<file path="src/rtl/rv32_pkg.sv">
// Shared RV32I decode definitions: opcodes, ALU operation codes, immediate
// formats and the ID/EX payload layout.
package rv32_pkg;

    localparam logic [6:0] OPC_LUI    = 7'b0110111;
    localparam logic [6:0] OPC_AUIPC  = 7'b0010111;
    localparam logic [6:0] OPC_JAL    = 7'b1101111;
    localparam logic [6:0] OPC_JALR   = 7'b1100111;
    localparam logic [6:0] OPC_BRANCH = 7'b1100011;
    localparam logic [6:0] OPC_LOAD   = 7'b0000011;
    localparam logic [6:0] OPC_STORE  = 7'b0100011;
    localparam logic [6:0] OPC_OP_IMM = 7'b0010011;
    localparam logic [6:0] OPC_OP     = 7'b0110011;
    localparam logic [6:0] OPC_FENCE  = 7'b0001111;

    typedef enum logic [3:0] {
        ALU_ADD, ALU_SUB, ALU_SLL, ALU_SLT, ALU_SLTU, ALU_XOR,
        ALU_SRL, ALU_SRA, ALU_OR, ALU_AND, ALU_PASSB
    } alu_op_e;

    typedef enum logic [2:0] {IMM_I, IMM_S, IMM_B, IMM_U, IMM_J} imm_type_e;

    typedef struct packed {
        logic [31:0] pc;
        logic [31:0] rs1_data;
        logic [31:0] rs2_data;
        logic [31:0] imm;
        logic [4:0]  rd_addr;
        logic [4:0]  rs1_addr;
        logic [4:0]  rs2_addr;
        alu_op_e     alu_op;
        logic [2:0]  funct3;
        logic        reg_write;
        logic        mem_read;
        logic        mem_write;
        logic        branch;
        logic        jump;
        logic        alu_src;
        logic        illegal;
    } idex_t;

    // alt selects SUB for funct3=000 and SRA for funct3=101
    function automatic alu_op_e alu_from_funct3(input logic [2:0] funct3, input logic alt);
        case (funct3)
            3'b000:  return alt ? ALU_SUB : ALU_ADD;
            3'b001:  return ALU_SLL;
            3'b010:  return ALU_SLT;
            3'b011:  return ALU_SLTU;
            3'b100:  return ALU_XOR;
            3'b101:  return alt ? ALU_SRA : ALU_SRL;
            3'b110:  return ALU_OR;
            default: return ALU_AND;
        endcase
    endfunction

endpackage

</file>
<file path="src/rtl/rv32_imm_gen.sv">
// Combinational RV32I immediate generator; every format is sign-extended
// from instruction bit 31. The opcode field is not needed here.
module rv32_imm_gen
    import rv32_pkg::*;
(
    input  logic [31:7] iInstr,
    input  imm_type_e   iImmType,
    output logic [31:0] oImm
);

    always_comb begin
        oImm = {{20{iInstr[31]}}, iInstr[31:20]};
        case (iImmType)
            IMM_S:   oImm = {{20{iInstr[31]}}, iInstr[31:25], iInstr[11:7]};
            IMM_B:   oImm = {{19{iInstr[31]}}, iInstr[31], iInstr[7], iInstr[30:25],
                             iInstr[11:8], 1'b0};
            IMM_U:   oImm = {iInstr[31:12], 12'b0};
            IMM_J:   oImm = {{11{iInstr[31]}}, iInstr[31], iInstr[19:12], iInstr[20],
                             iInstr[30:21], 1'b0};
            default: oImm = {{20{iInstr[31]}}, iInstr[31:20]};
        endcase
    end

endmodule

</file>
<file path="src/rtl/id_stage.sv">
// RV32I decode stage with ID/EX register, load-use stalling and flush bubbles.
// Define ID_WB_BYPASS_EN to forward writeback data instead of stalling on it.
module id_stage
    import rv32_pkg::*;
(
    input  logic        iClk,
    input  logic        iRst,
    input  logic        iIfValid,
    output logic        oIfReady,
    input  logic [31:0] iInstr,
    input  logic [31:0] iPc,
    output logic [4:0]  oRs1Addr,
    output logic [4:0]  oRs2Addr,
    input  logic [31:0] iRs1Data,
    input  logic [31:0] iRs2Data,
    input  logic        iWbWriteEn,
    input  logic [4:0]  iWbRdAddr,
    input  logic [31:0] iWbData,
    input  logic        iExMemRead,
    input  logic [4:0]  iExRdAddr,
    input  logic        iFlush,
    output logic        oExValid,
    input  logic        iExReady,
    output logic [31:0] oExPc,
    output logic [31:0] oExRs1Data,
    output logic [31:0] oExRs2Data,
    output logic [31:0] oExImm,
    output logic [4:0]  oExRdAddr,
    output logic [4:0]  oExRs1Addr,
    output logic [4:0]  oExRs2Addr,
    output logic [3:0]  oExAluOp,
    output logic [2:0]  oExFunct3,
    output logic        oExRegWrite,
    output logic        oExMemRead,
    output logic        oExMemWrite,
    output logic        oExBranch,
    output logic        oExJump,
    output logic        oExAluSrc,
    output logic        oExIllegal
);

    logic [6:0] opcode;
    logic [2:0] funct3;
    logic [4:0] rd_addr, rs1_addr, rs2_addr;

    assign opcode   = iInstr[6:0];
    assign funct3   = iInstr[14:12];
    assign rd_addr  = iInstr[11:7];
    assign rs1_addr = iInstr[19:15];
    assign rs2_addr = iInstr[24:20];
    assign oRs1Addr = rs1_addr;
    assign oRs2Addr = rs2_addr;

    imm_type_e imm_type;
    alu_op_e   alu_op;
    logic      reg_write, mem_read, mem_write, branch, jump, alu_src, illegal;
    logic      rs1_used, rs2_used;

    always_comb begin
        imm_type  = IMM_I;
        alu_op    = ALU_ADD;
        reg_write = 1'b0;
        mem_read  = 1'b0;
        mem_write = 1'b0;
        branch    = 1'b0;
        jump      = 1'b0;
        alu_src   = 1'b0;
        illegal   = 1'b0;
        rs1_used  = 1'b1;
        rs2_used  = 1'b0;
        case (opcode)
            OPC_LUI:    begin imm_type = IMM_U; alu_op = ALU_PASSB; reg_write = 1'b1; alu_src = 1'b1; rs1_used = 1'b0; end
            OPC_AUIPC:  begin imm_type = IMM_U; reg_write = 1'b1; alu_src = 1'b1; rs1_used = 1'b0; end
            OPC_JAL:    begin imm_type = IMM_J; reg_write = 1'b1; jump = 1'b1; alu_src = 1'b1; rs1_used = 1'b0; end
            OPC_JALR:   begin reg_write = 1'b1; jump = 1'b1; alu_src = 1'b1; end
            OPC_BRANCH: begin imm_type = IMM_B; alu_op = ALU_SUB; branch = 1'b1; rs2_used = 1'b1; end
            OPC_LOAD:   begin reg_write = 1'b1; mem_read = 1'b1; alu_src = 1'b1; end
            OPC_STORE:  begin imm_type = IMM_S; mem_write = 1'b1; alu_src = 1'b1; rs2_used = 1'b1; end
            // bit 30 of an I-immediate only means SRA for the shift encoding
            OPC_OP_IMM: begin
                alu_op    = alu_from_funct3(funct3, iInstr[30] & (funct3 == 3'b101));
                reg_write = 1'b1;
                alu_src   = 1'b1;
            end
            OPC_OP:     begin alu_op = alu_from_funct3(funct3, iInstr[30]); reg_write = 1'b1; rs2_used = 1'b1; end
            OPC_FENCE:  ;
            default:    illegal = 1'b1;
        endcase
    end

    logic [31:0] imm;

    rv32_imm_gen u_imm_gen (
        .iInstr   (iInstr[31:7]),
        .iImmType (imm_type),
        .oImm     (imm)
    );

    logic        load_use, hazard;
    logic [31:0] rs1_val, rs2_val;

    assign load_use = iExMemRead & (iExRdAddr != 5'd0) &
                      ((rs1_used & (rs1_addr == iExRdAddr)) | (rs2_used & (rs2_addr == iExRdAddr)));

`ifdef ID_WB_BYPASS_EN
    logic wb_hit_rs1, wb_hit_rs2;
    assign wb_hit_rs1 = iWbWriteEn & (iWbRdAddr != 5'd0) & (iWbRdAddr == rs1_addr);
    assign wb_hit_rs2 = iWbWriteEn & (iWbRdAddr != 5'd0) & (iWbRdAddr == rs2_addr);
    assign rs1_val    = (rs1_addr == 5'd0) ? 32'd0 : (wb_hit_rs1 ? iWbData : iRs1Data);
    assign rs2_val    = (rs2_addr == 5'd0) ? 32'd0 : (wb_hit_rs2 ? iWbData : iRs2Data);
    assign hazard     = iIfValid & load_use;
`else
    // Without forwarding, wait one cycle for the register file to hold the write.
    logic wb_hazard, wb_data_unused;
    assign wb_hazard      = iWbWriteEn & (iWbRdAddr != 5'd0) &
                            ((rs1_used & (rs1_addr == iWbRdAddr)) | (rs2_used & (rs2_addr == iWbRdAddr)));
    assign rs1_val        = (rs1_addr == 5'd0) ? 32'd0 : iRs1Data;
    assign rs2_val        = (rs2_addr == 5'd0) ? 32'd0 : iRs2Data;
    assign hazard         = iIfValid & (load_use | wb_hazard);
    assign wb_data_unused = ^iWbData;
`endif

    idex_t payload_d, payload_q;
    logic  valid_d, valid_q, advance, load_payload, if_ready;

    assign advance = ~valid_q | iExReady;

    always_comb begin
        payload_d           = '0;
        payload_d.pc        = iPc;
        payload_d.rs1_data  = rs1_val;
        payload_d.rs2_data  = rs2_val;
        payload_d.imm       = imm;
        payload_d.rd_addr   = rd_addr;
        payload_d.rs1_addr  = rs1_addr;
        payload_d.rs2_addr  = rs2_addr;
        payload_d.alu_op    = alu_op;
        payload_d.funct3    = funct3;
        payload_d.reg_write = reg_write;
        payload_d.mem_read  = mem_read;
        payload_d.mem_write = mem_write;
        payload_d.branch    = branch;
        payload_d.jump      = jump;
        payload_d.alu_src   = alu_src;
        payload_d.illegal   = illegal;
    end

    always_comb begin
        valid_d      = valid_q;
        load_payload = 1'b0;
        if_ready     = 1'b0;
        if (iFlush) begin
            valid_d  = 1'b0;
            if_ready = 1'b1;
        end else if (!advance) begin
            valid_d  = valid_q;
        end else if (hazard) begin
            valid_d  = 1'b0;
        end else begin
            valid_d      = iIfValid;
            load_payload = iIfValid;
            if_ready     = 1'b1;
        end
    end

    assign oIfReady = if_ready & ~iRst;

    always_ff @(posedge iClk) begin
        if (iRst) begin
            valid_q   <= 1'b0;
            payload_q <= '0;
        end else begin
            valid_q <= valid_d;
            if (load_payload) payload_q <= payload_d;
        end
    end

    assign oExValid    = valid_q;
    assign oExPc       = payload_q.pc;
    assign oExRs1Data  = payload_q.rs1_data;
    assign oExRs2Data  = payload_q.rs2_data;
    assign oExImm      = payload_q.imm;
    assign oExRdAddr   = payload_q.rd_addr;
    assign oExRs1Addr  = payload_q.rs1_addr;
    assign oExRs2Addr  = payload_q.rs2_addr;
    assign oExAluOp    = payload_q.alu_op;
    assign oExFunct3   = payload_q.funct3;
    assign oExRegWrite = payload_q.reg_write;
    assign oExMemRead  = payload_q.mem_read;
    assign oExMemWrite = payload_q.mem_write;
    assign oExBranch   = payload_q.branch;
    assign oExJump     = payload_q.jump;
    assign oExAluSrc   = payload_q.alu_src;
    assign oExIllegal  = payload_q.illegal;

endmodule

</file>
<file path="config.mk">
export PLATFORM = sky130hd
export DESIGN_NAME = id_stage
export DESIGN_NICKNAME = d
export VERILOG_FILES = /design/src/rtl/rv32_pkg.sv /design/src/rtl/rv32_imm_gen.sv /design/src/rtl/id_stage.sv
export SDC_FILE = /design/constraint.sdc
export NUM_CORES = 1
export LEC_CHECK = 0
export CORE_AREA = 2 2 134 136
export CTS_BUF_LIST = sky130_fd_sc_hd__clkbuf_2
export CTS_CLUSTER_SIZE = 20
export DETAILED_ROUTE_END_ITERATION = 8
export DIE_AREA = 0 0 136 138
export HOLD_SLACK_MARGIN = 0.15
export PLACE_DENSITY_LB_ADDON = 0.25
export SYNTH_ARGS = -nofsm -noshare
export SYNTH_HDL_FRONTEND = slang
export SYNTH_SLANG_ARGS = --single-unit
</file>
<file path="constraint.sdc">
create_clock -name iClk -period 3.7 [get_ports iClk]
set_input_delay 0.74 -clock iClk [delete_from_list [all_inputs] [get_ports iClk]]
set_output_delay 0.74 -clock iClk [all_outputs]
set_load 0.005 [all_outputs]
</file>
==> flow_metrics.env <==
export IMPL_p_comb_share_pct=21.4
export IMPL_seq_power_share_pct=49.3
export IMPL_cp_max_fo=2
export IMPL_relSlewSlack_pct=32.0
export IMPL_hold_path_depth=2
export IMPL_min_path_type="in2reg"
export IMPL_synth_compound_area_share_pct=22.3
export IMPL_setup_viol=0
export IMPL_clockPowerShare_pct=29.3
export IMPL_cts_tree="yes"
export IMPL_die_x_um=136
export IMPL_post_route_cell_area_um2=11100
export IMPL_p_leak_nw=4.27
export IMPL_cp_start_kind="input pin"
export IMPL_cp_top_family="buffers and inverters"
export IMPL_synth_top_family_by_area="compound AO/OA/AOI/OAI gates"
export IMPL_hpwlAfterDp_um=17200
export IMPL_maxCapViolCount=0
export IMPL_fin_nets=1302
export IMPL_reg2reg_from="oExValid"
export IMPL_core_area_um2=17500
export IMPL_path_class="in2out"
export IMPL_drv_slew=0
export IMPL_nFillCells=1541
export IMPL_rows=49
export IMPL_insertion_delay_ns=0.71
export IMPL_grtUsageTotal_pct=26.7
export IMPL_finClkSkew_ns=0.0373
export IMPL_cell_internal_pwr_mw=2.72
export IMPL_hold_violations=0
export IMPL_avgSynthCellArea_um2=8.70
export IMPL_wl_per_cell_um=18.9
export IMPL_place_area_um2=10800
export IMPL_min_from="iRst"
export IMPL_syn_nets=1018
export IMPL_wirelength_um=25800
export IMPL_gr_total_overflow=0
export IMPL_cts_buffers=17
export IMPL_r2r_slack_ns=1.66
export IMPL_grt_pass1_vias=7417
export IMPL_dp_slack_ns=-0.383
export IMPL_crit_required_ns=2.96
export IMPL_synth_edf_count=0
export IMPL_ys_ff_latch=158
export IMPL_crit_arrival_ns=2.89
export IMPL_synthCells=841
export IMPL_area_growth_pct=52.0
export IMPL_power_share_switching_pct=27.3
export IMPL_cts_buffer_depth=2
export IMPL_powerDensity_nw_per_um2=336
export IMPL_worstSetupEndpointType="output port"
export IMPL_antenna_found_initial=1
export IMPL_worst_pin_slew_ns=1.02
export IMPL_drc_errors=0
export IMPL_cts_hold_buf=0
export IMPL_ys_types=52
export IMPL_port_buffers=313
export IMPL_drt_antenna_violating_nets=0
export IMPL_synthAdderAreaFrac_pct=0
export IMPL_cts_root_buffer="clkbuf_2"
export IMPL_yosysMostFrequentCell="dfxtp_1"
export IMPL_postSynth_asyncResetShare_pct=0
export IMPL_drt_iter0_drc=495
export IMPL_grt_pass1_wl_um=40100
export IMPL_die_area_um2=18800
export IMPL_cp_num_buf_inv=3
export IMPL_htreeDepth=4
export IMPL_period_minus_slack_ns=3.63
export IMPL_setup_ws_ns=0.0720
export IMPL_crit_top_cell="o21ai_2"
export IMPL_path_clk_slew_ns=0.21
export IMPL_grt_max_degree=85
export IMPL_synth_seq_area_share_pct=43.2
export IMPL_avgViaCountPerCell=5.62
export IMPL_die_h_um=138
export IMPL_slowest_stage="or4_1"
export IMPL_cp_cell_sequence="clkdlybuf4s50_1 -> or4_1 -> o21ai_2 -> nor2_2 -> a22o_4 -> o21ai_2 -> buf_4 -> o211a_1 -> clkdlybuf4s15_2"
export IMPL_muxShareOfSynthArea_pct=6.89
export IMPL_ir_drop_uv=237
export IMPL_top_level_ports=346
export IMPL_min_to="oExRdAddr[0]"
export IMPL_synth_xor_area_share_pct=2.39
export IMPL_setup_tns_ns=0
export IMPL_rr_worst_depth=5
export IMPL_vias=7683
export IMPL_start_util_pct=41.7
export IMPL_synth_top_cells_by_area="dfxtp_1 43%, mux2i_1 6.4%, nand2_1 6.0%"
export IMPL_synth_top_area_share_pct=43.2
export IMPL_clkSinkCount=158
export IMPL_min_period_over_period_pct=98.1
export IMPL_status="finished, final reports clean"
export IMPL_synth_simple_area_share_pct=17.8
export IMPL_fmax_mhz=276
export IMPL_reg2reg_to="oExRs2Data[12]"
export IMPL_syn_area_um2=7320
export IMPL_cpPeakStageDelay_ns=0.53
export IMPL_yosysTopAreaCell="dfxtp_1"
export IMPL_place_gp_congestion=0.890
export IMPL_synth_warnings=0
export IMPL_first_pass_iters=5
export IMPL_synthTopCellsByCount="158 x dfxtp_1, 117 x nand2_1, 76 x a21oi_1, 68 x clkbuf_1"
export IMPL_synthFlopType="dfxtp_1"
export IMPL_drive_gt1_share_pct=12.1
export IMPL_switchingPower_mw=1.02
export IMPL_postCtsSetupBuffers=0
==> stage by stage <==
step / std cells / hold slack, ns / total power [mW] / utilization [%]
after floorplan: 841 / 0.451 / 2.19 / -
after global placement: 1335 / 0.443 / 2.66 / 61.7
after detailed placement: 1335 / 0.453 / 2.67 / 61.7
after CTS: 1367 / 0.316 / 3.77 / 63.4
after global routing: 1368 / 0.310 / 3.90 / 63.4
final: 1368 / 0.391 / 3.73 / 63.4
==> cell families (layout without fill, tap and decap cells) <==
kind of cell	Yosys count	in the layout
buffers and inverters	118	415
muxes	50	50
and+or+nand+nor	254	254
xor gates and xnor gates	20	20
other	0	1
AOI/OAI and AO/OA	241	241
DFF	158	158
==> layer usage <==
metal,wire [um],vias up,track usage [%]
met3,2420,43,10.0
met5,0,-,0
met4,725,0,9.87
met2,12100,308,42.7
met1,10600,3639,32.7
li1,-,3693,-
==> cell usage in the layout (no fill, tap or decap), types with 9 or more instances in the layout <==
cell type / Yosys / final
a211oi_1: 28 / 28
a21oi_1: 76 / 74
a31o_1: 12 / 12
a31o_2: 17 / 17
a31oi_1: 31 / 31
buf_4: 11 / 62
clkbuf_2: 0 / 23
clkdlybuf4s50_1: 0 / 311
dfxtp_1: 158 / 158
mux2i_1: 47 / 47
nand2_1: 117 / 116
nand4_1: 52 / 52
nor2_1: 10 / 9
nor4_1: 32 / 32
o31ai_1: 52 / 52
xnor2_1: 12 / 12
==> layout make-up <==
cell class | instances | area [um2] | area share (%)
diodes | 1 | 2.50 | 0.0225
clock buffers | 23 | 115 | 1.03
clock inverters | 9 | 160 | 1.44
inverters | 4 | 15.0 | 0.135
multi-input cells | 565 | 3690 | 33.2
flip-flops and latches | 158 | 3160 | 28.4
well taps | 229 | 287 | 2.58
repair buffers | 379 | 3690 | 33.2
==> power by group through the flow <==
stage | Combinational [mW] | Sequential (mW) | Clock [mW]
floorplan | 0.310 | 1.88 | 0
global placement | 0.790 | 1.87 | 0
detailed placement | 0.794 | 1.88 | 0
CTS | 0.800 | 1.84 | 1.13
global route | 0.859 | 1.85 | 1.19
finish | 0.799 | 1.84 | 1.09
==> what timing repair did <==
item	4_1_cts	5_1_grt
endpoints found under the setup margin	1	1
gates resized for setup	7	3
pin swaps	1	1
==> sequential cells by signal (all words and copies together) (netlist names), 3 cells and up <==
signal,cells
oExRs2Addr,5
oExImm,32
oExFunct3,3
oExRs1Addr,5
oExRs2Data,32
oExAluOp,4
oExPc,32
oExRs1Data,32
oExRdAddr,5
==> worst max-delay path by stage <==
stage                             from       end  slack, ns  cells after the start
after floorplan              iInstr[2]  oIfReady       0.53                      9
after global placement    iExRdAddr[2]  oIfReady      -0.45                      9
after global routing      iExRdAddr[2]  oIfReady     -0.006                      9
final                     iExRdAddr[2]  oIfReady       0.07                      9
after detailed placement  iExRdAddr[2]  oIfReady      -0.38                      9
after CTS                 iExRdAddr[2]  oIfReady       0.01                      9
Power figures use the tool's default switching activity.
